--- src/rtl/fp_sqrt_iter.sv ---
// fp_sqrt_iter: iterative restoring floating-point square root with ready/valid input and special-operand fast path.
// Define FP_SQRT_ROUND_EN for round-to-nearest-even; otherwise the root is truncated.
module fp_sqrt_iter #(
  parameter int EXP_W = 5,
  parameter int MAN_W = 10
) (
  input  logic                   clk_in,
  input  logic                   rst_n,
  input  logic [EXP_W+MAN_W:0]   n,
  input  logic                   data_valid_in,
  output logic                   ready_out,
  output logic [EXP_W+MAN_W:0]   result,
  output logic                   data_valid_out,
  output logic                   invalid_out
);
  localparam int W     = 1 + EXP_W + MAN_W;
  localparam int N     = MAN_W + 2;
  localparam int RW    = 2 * N + 2;
  localparam int CNT_W = $clog2(MAN_W + 3);
  localparam logic [CNT_W-1:0] LAST   = CNT_W'(N - 1);
  localparam logic [EXP_W-1:0] HALF_B = EXP_W'((1 << (EXP_W - 2)) - 1);
  localparam logic [W-1:0]     NAN    = {1'b0, {EXP_W{1'b1}}, 1'b1, {(MAN_W-1){1'b0}}};
  localparam logic [W-1:0]     INF    = {1'b0, {EXP_W{1'b1}}, {MAN_W{1'b0}}};
`ifdef FP_SQRT_ROUND_EN
  localparam logic ROUND_EN = 1'b1;
`else
  localparam logic ROUND_EN = 1'b0;
`endif

  typedef enum logic [1:0] {IDLE, ACTIVE, ROUND} state_t;

  state_t            state_q, state_d;
  logic [2*N-1:0]    x_q, x_d;
  logic [RW-1:0]     rem_q, rem_d;
  logic [N-1:0]      root_q, root_d;
  logic [CNT_W-1:0]  cnt_q, cnt_d;
  logic [EXP_W-1:0]  exp_r_q, exp_r_d;
  logic [W-1:0]      res_q, res_d, sp_res_q, sp_res_d;
  logic              dv_q, dv_d, inv_q, inv_d, sp_pend_q, sp_pend_d, sp_inv_q, sp_inv_d;

  logic              sgn, exp_max, exp_zero, frac_zero, special, spec_inv;
  logic [EXP_W-1:0]  ex;
  logic [MAN_W-1:0]  fr;
  logic [W-1:0]      spec_res;
  logic [N-1:0]      mant;
  logic [EXP_W-1:0]  exp_start;
  logic [RW-1:0]     rem_sh, trial;
  logic              trial_ok, rnd;
  logic [MAN_W:0]    frac_sum;

  assign sgn       = n[W-1];
  assign ex        = n[W-2:MAN_W];
  assign fr        = n[MAN_W-1:0];
  assign exp_max   = &ex;
  assign exp_zero  = ~|ex;
  assign frac_zero = ~|fr;
  assign special   = exp_zero | exp_max | sgn;
  assign spec_res  = exp_zero ? {sgn, {(W-1){1'b0}}} :
                     (exp_max & frac_zero & ~sgn) ? INF : NAN;
  assign spec_inv  = exp_zero ? 1'b0 : exp_max ? (frac_zero ? sgn : ~fr[MAN_W-1]) : 1'b1;
  // Odd biased exponent means even unbiased exponent, so the mantissa is used as-is.
  assign mant      = ex[0] ? {1'b0, 1'b1, fr} : {1'b1, fr, 1'b0};
  assign exp_start = {1'b0, ex[EXP_W-1:1]} + HALF_B + {{(EXP_W-1){1'b0}}, ex[0]};

  assign rem_sh    = {rem_q[RW-3:0], x_q[2*N-1 -: 2]};
  assign trial     = {{N{1'b0}}, root_q, 2'b01};
  assign trial_ok  = rem_sh >= trial;

  assign rnd       = ROUND_EN & root_q[0] & ((|rem_q) | root_q[1]);
  assign frac_sum  = {1'b0, root_q[N-2:1]} + {{MAN_W{1'b0}}, rnd};

  assign ready_out      = state_q == IDLE;
  assign result         = res_q;
  assign data_valid_out = dv_q;
  assign invalid_out    = inv_q;

  always_comb begin
    state_d   = state_q;
    x_d       = x_q;
    rem_d     = rem_q;
    root_d    = root_q;
    cnt_d     = cnt_q;
    exp_r_d   = exp_r_q;
    res_d     = sp_pend_q ? sp_res_q : res_q;
    inv_d     = sp_pend_q ? sp_inv_q : inv_q;
    dv_d      = sp_pend_q;
    sp_pend_d = 1'b0;
    sp_res_d  = sp_res_q;
    sp_inv_d  = sp_inv_q;
    case (state_q)
      IDLE: begin
        if (data_valid_in && special) begin
          sp_pend_d = 1'b1;
          sp_res_d  = spec_res;
          sp_inv_d  = spec_inv;
        end else if (data_valid_in) begin
          state_d = ACTIVE;
          x_d     = {mant, {N{1'b0}}};
          rem_d   = '0;
          root_d  = '0;
          cnt_d   = '0;
          exp_r_d = exp_start;
        end
      end
      ACTIVE: begin
        rem_d   = trial_ok ? rem_sh - trial : rem_sh;
        root_d  = {root_q[N-2:0], trial_ok};
        x_d     = x_q << 2;
        cnt_d   = cnt_q + CNT_W'(1);
        state_d = cnt_q == LAST ? ROUND : ACTIVE;
      end
      ROUND: begin
        res_d   = {1'b0, exp_r_q + {{(EXP_W-1){1'b0}}, frac_sum[MAN_W]}, frac_sum[MAN_W-1:0]};
        inv_d   = 1'b0;
        dv_d    = 1'b1;
        state_d = IDLE;
      end
      default: state_d = IDLE;
    endcase
  end

  always_ff @(posedge clk_in) begin
    if (!rst_n) begin
      state_q   <= IDLE;
      x_q       <= '0;
      rem_q     <= '0;
      root_q    <= '0;
      cnt_q     <= '0;
      exp_r_q   <= '0;
      res_q     <= '0;
      dv_q      <= 1'b0;
      inv_q     <= 1'b0;
      sp_pend_q <= 1'b0;
      sp_res_q  <= '0;
      sp_inv_q  <= 1'b0;
    end else begin
      state_q   <= state_d;
      x_q       <= x_d;
      rem_q     <= rem_d;
      root_q    <= root_d;
      cnt_q     <= cnt_d;
      exp_r_q   <= exp_r_d;
      res_q     <= res_d;
      dv_q      <= dv_d;
      inv_q     <= inv_d;
      sp_pend_q <= sp_pend_d;
      sp_res_q  <= sp_res_d;
      sp_inv_q  <= sp_inv_d;
    end
  end
endmodule

--- config.mk ---
export PLATFORM = sky130hd
export DESIGN_NAME = fp_sqrt_iter
export DESIGN_NICKNAME = d
export VERILOG_FILES = /design/src/rtl/fp_sqrt_iter.sv
export SDC_FILE = /design/constraint.sdc
export NUM_CORES = 1
export LEC_CHECK = 0
export CAP_MARGIN = 20
export CORE_ASPECT_RATIO = 0.6
export CORE_MARGIN = 5
export CORE_UTILIZATION = 40
export CTS_BUF_LIST = sky130_fd_sc_hd__clkbuf_4
export DETAILED_ROUTE_END_ITERATION = 10
export PLACE_DENSITY = 0.64
export SYNTH_ARGS = -nofsm -noshare
export SYNTH_HDL_FRONTEND = slang
export SYNTH_SLANG_ARGS = --single-unit
--- constraint.sdc ---
create_clock -name clk_in -period 3.05 [get_ports clk_in]
set_clock_uncertainty 0.15 [all_clocks]
set_input_delay 0.7625 -clock clk_in [delete_from_list [all_inputs] [get_ports clk_in]]
set_output_delay 0.7625 -clock clk_in [all_outputs]
set_load 0.005 [all_outputs]
==> results of run 1 <==
## cell type report
cell class              count  area share, %
clock inverters             6           1.72
clock buffers              10           1.42
well taps                 139           3.28
repair buffers             69           12.2
flip-flops and latches     82           31.0
inverters                  22           1.56
multi-input cells         400           48.8
## sequential cells by signal, indices dropped and copies added, names as in the netlist
name	count
cnt_q	4
result	16
invalid_out	1
x_q	12
data_valid_out	1
state_q	2
exp_r_q	5
root_q	12
sp_res_q	3
sp_pend_q	1
rem_q	24
sp_inv_q	1
## power groups by stage
| stage | logic (mW) | registers (mW) | clock network (mW) |
|---|---|---|---|
| finish | 4.78 | 1.41 | 0.733 |
| global route | 5.21 | 1.44 | 0.795 |
| CTS | 4.55 | 1.41 | 0.752 |
| detailed placement | 4.52 | 1.43 | 0 |
| global placement | 4.43 | 1.43 | 0 |
| floorplan | 3.46 | 1.38 | 0 |
## cells by family after synthesis
| family | after synthesis |
|---|---|
| flip-flops | 82 |
| adder cells (fa/ha/maj) | 19 |
| multiplexers | 24 |
| AND/OR/NAND/NOR | 208 |
| XOR/XNOR | 18 |
| AO/OA/AOI/OAI | 131 |
| buffers and inverters | 51 |
## critical path, cell delays in order (launching register included)
cell,delay [ns]
dfxtp_1,0.42
inv_1,0.08
ha_1,0.42
nand4_2,0.25
nor4_2,0.54
nor4_4,0.12
o32a_1,0.27
or4_1,0.50
nand3_1,0.09
## repair_timing
action / in CTS / in global routing
hold endpoints to repair: 0 / 0
endpoints found under the setup margin: 0 / 15
gates resized for setup: 0 / 1
setup buffers: 0 / 1
## final timing paths
path / from / endpoint / slack [ns] / cells after the start
setup / recovery: root_q[9] / rem_q[19] / 0.13 / 8
hold / removal: x_q[12] / x_q[12] / 0.31 / 2
setup reg to reg: root_q[9] / rem_q[19] / 0.13 / 8
hold reg to reg: x_q[12] / x_q[12] / 0.31 / 2
## metrics by stage
step           worst slack (ns)  setup TNS (ns)  instances  area [um2]
2_1_floorplan            0.0718               0        533        4420
3_3_place_gp            -0.0469          -0.206        711        5120
3_5_place_dp            -0.0889           -1.26        711        5120
4_1_cts                  0.0961               0        727        5280
5_1_grt                 -0.0619          -0.423        728        5300
6_report                  0.133               0        728        5300
## routing by layer
layer	GRT usage, %	share of wire (%)	up-vias	wire length [um]
li1	-	-	2023	-
met1	25.1	50	1905	5600
met2	23.5	41	150	4550
met3	5.47	9.0	6	1010
met4	3.57	0.53	0	60
met5	0	0	-	0
## cell usage in the layout (no fill, tap or decap), drive strengths merged, types with 3 or more instances in the layout
cell           Yosys  final
dfxtp             82     82
nor2              62     62
nand2             59     59
a21oi             37     37
clkdlybuf4s50      0     37
buf                4     32
o21ai             30     30
inv               22     22
ha                19     19
nand3             18     18
mux2i             15     15
nand2b            14     14
clkbuf            25     10
nor3              10     10
nor3b              9      9
mux2               9      9
xor2               9      9
xnor2              9      9
a211oi             8      8
a222oi             8      8
a31oi              7      7
nor4               6      6
o211ai             5      5
a21o               5      5
nand4              5      5
or3                5      5
or4                4      4
and4               3      3
and3               3      3
o2111ai            3      3
o2bb2a             3      3
a22o               3      3
clkinvlp           0      3
or2                3      3
## synth_stat cells (all sizes together) (4+ instances only)
| cell type | number | area, um2 |
|---|---|---|
| dfxtp | 82 | 1640 |
| nor2 | 62 | 233 |
| nand2 | 59 | 221 |
| a21oi | 37 | 185 |
| o21ai | 30 | 150 |
| clkbuf | 25 | 95.1 |
| inv | 22 | 82.6 |
| ha | 19 | 238 |
| nand3 | 18 | 90.1 |
| mux2i | 15 | 150 |
| nand2b | 14 | 87.6 |
| nor3 | 10 | 55.1 |
| mux2 | 9 | 101 |
| nor3b | 9 | 67.6 |
| xnor2 | 9 | 78.8 |
| xor2 | 9 | 78.8 |
| a211oi | 8 | 60.1 |
| a222oi | 8 | 80.1 |
| a31oi | 7 | 43.8 |
| nor4 | 6 | 58.8 |
| a21o | 5 | 37.5 |
| nand4 | 5 | 37.5 |
| o211ai | 5 | 37.5 |
| or3 | 5 | 41.3 |
| buf | 4 | 25.0 |
| or4 | 4 | 33.8 |
==> reports/results.tsv, run 1 <==
metric	value	unit
outcome	completed	
Area Growth Syn to Fin	20.0	%
Final Hold Fails	0	
Comb pwr share	69.0	%
core area	10700	um2
Reg area	1640	um2
WL final	11200	um
wire per inst	15.4	um
crit share post-route	95.6	%
Max Slew Vio Count	0	
largest net degree at the start of global routing	44	
CTS tree	built	
vias in the first global route	3795	
Syn Nets	571	
worst endpoint required time	3.27	ns
row cnt	29	
layout cells sized above 1	12.6	%
FFs w/ async S/R, synth	0	%
diode count	0	
Hold Slack	0.307	ns
net switching power figure	3.22	mW
Sw Share	46.5	%
Cell Area, Synth	4420	um2
Skew-Pair Late Insertion Delay	0.43	ns
total CTS buffers	9	
H-tree Lvls	3	
CTS max path bufs	2	
Slew HR	51.1	%
GRT Resource Usage Total	16.9	%
Fillers	1027	
antenna violations before repair	0	
Synth Flop Type	dfxtp_1	
drt pass-1 iters	5	
CP max FO	7	
Die X	146	um
GP Congestion	0.925	
Hold Crit Class	reg -> reg	
Leakage Power	2.08	nW
power share of the clock group	10.6	%
Overflow after GRT	0	
RSZ-0062 raised after global routing	true	
multiplexer share of the synthesized area	5.69	%
WS Path Type	reg -> reg	
first-pass GRT wire length	18800	um
Synth Area in Adders	5.38	%
Synth Register Bits	82	
Tot Pwr	6.93	mW
critical path startpoint category	flip-flop	
Netlist cell types	69	
area taken by multi-input logic gates	2590	um2
Seq/Total Area, Yosys	37.2	%
DIE AREA	13300	um2
max_cap viols	0	
largest family of logic cells by synthesized area	simple AND/OR/NAND/NOR gates	
internal cell power	3.71	mW
Worst setup EP type	flip-flop	
Post-Syn Instances	533	
number of synthesized flops with an enable pin	0	
final cell utilization of the core	49.7	%
Peak VDD IR	1.03	mV
DRC violations left	0	
initial DRC count	347	
Sequential Power Share	20.4	%
hold_buf cts	0	
CTS clk-pin slew, worst paths	0.14	ns
Worst-Margin Slew	0.730	ns
Final #Nets	622	
Synth Area in Compound Gates	19.8	%
Post-DRT Antenna Nets	0	
# IOs	38	
Avg Inst Size Synth	8.29	um2
Die Ht	91.4	um
simple-gate area share of the yosys netlist	23.8	%
Avg Vias per Cell	5.61	
pwr dens	1310	nW/um2
clock root cell	clkbuf_4	
Data arrival, critical path	3.14	ns
CTS Sinks	82	
via count	4084	
FMAX	0.343	GHz
port buffer count	37	
Final setup viols	0	
Post-Synth XOR/XNOR Area	3.57	%
Final Critical Period	2.92	ns
Ys Warns	0	
Initial Util	41.4	%
hpwl dp	8390	um
Power figures use the tool's default switching activity.
==> inputs of run 2 (changes only) <==
- ABC_CLOCK_PERIOD_IN_PS: not set -> 3050
- CORE_ASPECT_RATIO: 0.6 -> 0.8
==> reports/results.tsv, run 2 (synthesis results as in run 1) <==
metric	value	unit
Placed Area	5120	um2
CTS max path bufs	2	
GP Congestion	0.857	
Worst path top cell family by delay	simple AND/OR/NAND/NOR gates	
post-route cell area	5280	um2
GRT Resource Usage Total	16.5	%
WS Path Type	reg -> reg	
Post-DRT Antenna Nets	0	
Hold Crit Class	reg -> reg	
Final setup viols	0	
flop-to-flop setup slack	0.20	ns
H-tree Lvls	3	
Final Hold Fails	0	
RSZ-0062 raised after global routing	false	
# IOs	38	
wire per inst	14.7	um
Worst path slowest cell	or4_1	
core area	10800	um2
Worst setup EP type	flip-flop	
Initial Util	40.7	%
Reg area	1640	um2
max FFs per register	24	
port buffer count	37	
Leakage Power	2.09	nW
DIE AREA	13300	um2
hpwl dp	8120	um
area taken by multi-input logic gates	2590	um2
largest net degree at the start of global routing	44	
Max Slew Vio Count	0	
Hold Slack	0.300	ns
initial DRC count	275	
Fillers	1037	
CP Cell Sequence	inv_1 > ha_1 > nand4_1 > a211oi_1 > o22ai_1 > buf_4 > o32a_1 > or4_1 > nand3_1	
Final #Nets	626	
WL final	10900	um
commonest non-fill, non-tap cells in the layout	82 x dfxtp_1, 62 x nor2_1, 59 x nand2_1	
antenna violations before repair	0	
Overflow after GRT	0	
Slew HR	55.4	%
CP max stage delay	0.50	ns
clock root cell	clkbuf_4	
row cnt	34	
critical path startpoint category	flip-flop	
Buf/Inv on CP	2	
Biggest register	rem_q	
Skew-Pair Late Insertion Delay	0.44	ns
Die X	127	um
CTS Sinks	82	
Worst-Margin Slew	0.667	ns
CTS tree	built	
drt pass-1 iters	7	
vias in the first global route	3747	
Data arrival, critical path	3.09	ns
worst endpoint required time	3.28	ns
CP max FO	8	
Die Ht	104	um
first-pass GRT wire length	18200	um
Tot Pwr	6.78	mW
Area Growth Syn to Fin	19.6	%
Final Critical Period	2.85	ns
DRC violations left	0	
outcome	completed	
crit share post-route	93.5	%
total CTS buffers	9	
via count	4069	
Peak VDD IR	0.801	mV
Avg Vias per Cell	5.52	
commonest non-fill, non-tap cell in the layout	dfxtp_1	
FMAX	0.351	GHz
CTS clk-pin slew, worst paths	0.13	ns
diode count	0	
layout cells sized above 1	13.2	%
pwr dens	1280	nW/um2
max_cap viols	0	
-- run 2: changes by cell type in the layout (fill, tap and decap cells not counted) --
cell,delta
buf_4,+6
buf_12,-2
clkinv_2,+2
bufinv_16,-1
clkbuf_4,+1
clkinv_4,-1
clkinvlp_4,-1
-- run 2: path summary, 6_finish.rpt --
kind / start / to / cells after the start
setup reg to reg: root_q[5] / rem_q[17] / 9
hold / removal: x_q[12] / x_q[12] / 2
setup / recovery: root_q[5] / rem_q[17] / 9
hold reg to reg: x_q[12] / x_q[12] / 2
-- run 2: per-layer routing --
| metal | GRT usage (%) | share of wire, % |
|---|---|---|
| met4 | 3.29 | 1.0 |
| met1 | 23.6 | 49 |
| met3 | 4.41 | 5.7 |
| met5 | 0 | 0 |
| met2 | 24.9 | 44 |
-- run 2: worst min-delay path, delay by kind of cell, from the launching register on --
family / cells / cell delay, ns
flops: 1 / 0.33
simple gates: 2 / 0.09
-- run 2: final cells by class --
type                       instances  area share [%]
clock buffer                      11            1.56
inverter                          22            1.56
multi-input combinational        400            49.0
tap                              144            3.41
timing repair buffer              73            12.4
sequential                        82            31.1
clock inverter                     5            1.04
-- run 2: stage by stage --
stage | std cells | setup slack [ns] | setup TNS [ns] | util (%)
global route | 737 | 0.0147 | 0 | 48.7
finish | 737 | 0.199 | 0 | 48.7
CTS | 735 | 0.0164 | 0 | 48.5
detailed placement | 719 | -0.0929 | -1.06 | 47.2
global placement | 719 | -0.0721 | -0.309 | 47.2
floorplan | 533 | 0.0718 | 0 | -
-- run 2: power by group --
part           internal, mW  switching (mW)
Clock                 0.266           0.377
Combinational          2.12            2.61
Sequential             1.24           0.161
-- run 2: timing repair --
| action | in CTS | in global routing |
|---|---|---|
| hold buffers | 0 | 0 |
| setup buffers | 0 | 2 |
| endpoints found under the setup margin | 0 | 16 |
| resized for setup | 0 | 1 |
==> inputs of run 3 (changes only) <==
- MAX_ROUTING_LAYER: not set -> met4
==> reports/results.tsv, run 3 (synthesis results as in run 1) <==
metric	value	unit
outcome	completed	
commonest non-fill, non-tap cell in the layout	dfxtp_1	
Sequential Power Share	21.2	%
Biggest register	rem_q	
wire per inst	15.0	um
Leakage Power	2.08	nW
Overflow after GRT	0	
total CTS buffers	9	
clock root cell	clkbuf_4	
port buffer count	37	
Initial Util	40.7	%
post-route cell area	5240	um2
Hold Crit Class	reg -> reg	
Skew-Pair Late Insertion Delay	0.44	ns
Worst setup EP type	flip-flop	
initial DRC count	368	
Worst path slowest cell	nor4_4	
via count	4067	
core area	10800	um2
Sw Share	47.0	%
max FFs per register	24	
Die Ht	104	um
CTS clk-pin slew, worst paths	0.12	ns
Final #Nets	623	
drt pass-1 iters	6	
CP max stage delay	0.44	ns
net switching power figure	3.11	mW
post-CTS setup repair buffer count	0	
internal cell power	3.50	mW
Data arrival, critical path	3.01	ns
commonest non-fill, non-tap cells in the layout	82 x dfxtp_1, 62 x nor2_1, 59 x nand2_1	
pwr dens	1260	nW/um2
Worst-Margin Slew	0.696	ns
largest net degree at the start of global routing	44	
Area Growth Syn to Fin	18.7	%
DIE AREA	13300	um2
FMAX	0.352	GHz
Peak VDD IR	0.605	mV
H-tree Lvls	3	
GRT Resource Usage Total	17.4	%
Die X	127	um
Fillers	1086	
Slew HR	53.5	%
critical path startpoint category	flip-flop	
hpwl dp	8230	um
Final Critical Period	2.84	ns
Avg Vias per Cell	5.54	
CP Cell Sequence	inv_1 > ha_1 > a211oi_1 > o21ai_1 > nor4_4 > o31ai_4 > buf_4 > mux2i_1 > a22o_1	
antenna violations before repair	0	
Final setup viols	0	
CP max FO	10	
Max Slew Vio Count	0	
GP Congestion	0.909	
CTS Sinks	82	
WS Path Type	reg -> reg	
diode count	0	
worst endpoint required time	3.22	ns
layout cells sized above 1	12.7	%
DRC violations left	0	
Post-DRT Antenna Nets	0	
WL final	11000	um
CTS max path bufs	2	
Placed Area	5100	um2
Final Hold Fails	0	
Tot Pwr	6.61	mW
RSZ-0062 raised after global routing	false	
CTS tree	built	
# IOs	38	
row cnt	34	
max_cap viols	0	
power share of the clock group	9.5	%
crit share post-route	93.2	%
Comb pwr share	69.2	%
first-pass GRT wire length	18700	um
vias in the first global route	3844	
==> run 3: path summary, 6_finish.rpt <==
check	startpoint	slack, ns	depth (start not counted)	end
max reg2reg	root_q[9]	0.21	9	rem_q[1]
max	root_q[9]	0.21	9	rem_q[1]
min	x_q[12]	0.31	2	x_q[12]
min reg2reg	x_q[12]	0.31	2	x_q[12]
==> run 3: power by group through the flow <==
stage                     sequential [mW]  combinational, mW  clock (mW)
after global routing                 1.43               5.04       0.697
after floorplan                      1.38               3.46           0
after global placement               1.42               4.35           0
after CTS                            1.40               4.45       0.657
after detailed placement             1.43               4.43           0
final                                1.40               4.58       0.629
==> run 3: final cells by class <==
| type | instances | area (um2) | area share (%) |
|---|---|---|---|
| clock buffers | 10 | 75.1 | 1.43 |
| clock inverters | 6 | 57.6 | 1.10 |
| inverters | 22 | 82.6 | 1.57 |
| multi-input cells | 400 | 2590 | 49.4 |
| flip-flops and latches | 82 | 1640 | 31.3 |
| well taps | 144 | 180 | 3.44 |
| repair buffers | 70 | 618 | 11.8 |
==> run 3: routing by layer <==
metal  GRT usage [%]  share of wire, %
met5               -                 0
met4            4.36               1.7
met3            3.90               5.6
met2            25.7                44
met1            24.0                49
==> run 3: through the flow <==
step                      TNS (ns)  hold WS, ns  cells  utilization [%]  setup slack [ns]
final                            0        0.308    734             48.3             0.209
after global routing             0        0.328    734             48.3           0.00704
after CTS                        0        0.310    734             48.2             0.129
after detailed placement     -1.44        0.293    718             47.0            -0.102
after global placement      -0.997        0.282    718             47.0           -0.0902
after floorplan                  0        0.264    533                -            0.0718
==> run 3: worst max-delay path: cells and delay by family (launching register included) <==
kind	cells	cell delay (ns)
buffers and inverters	2	0.30
muxes	1	0.12
AOI/OAI and AO/OA	4	0.94
adders and majority gates	1	0.39
DFF	1	0.40
and+or+nand+nor	1	0.44
==> run 3: timing repair <==
item,4_1_cts,5_1_grt
endpoints found under the hold margin,0,0
resized for setup,0,2
hold buffers,0,0
endpoints found under the setup margin,0,13
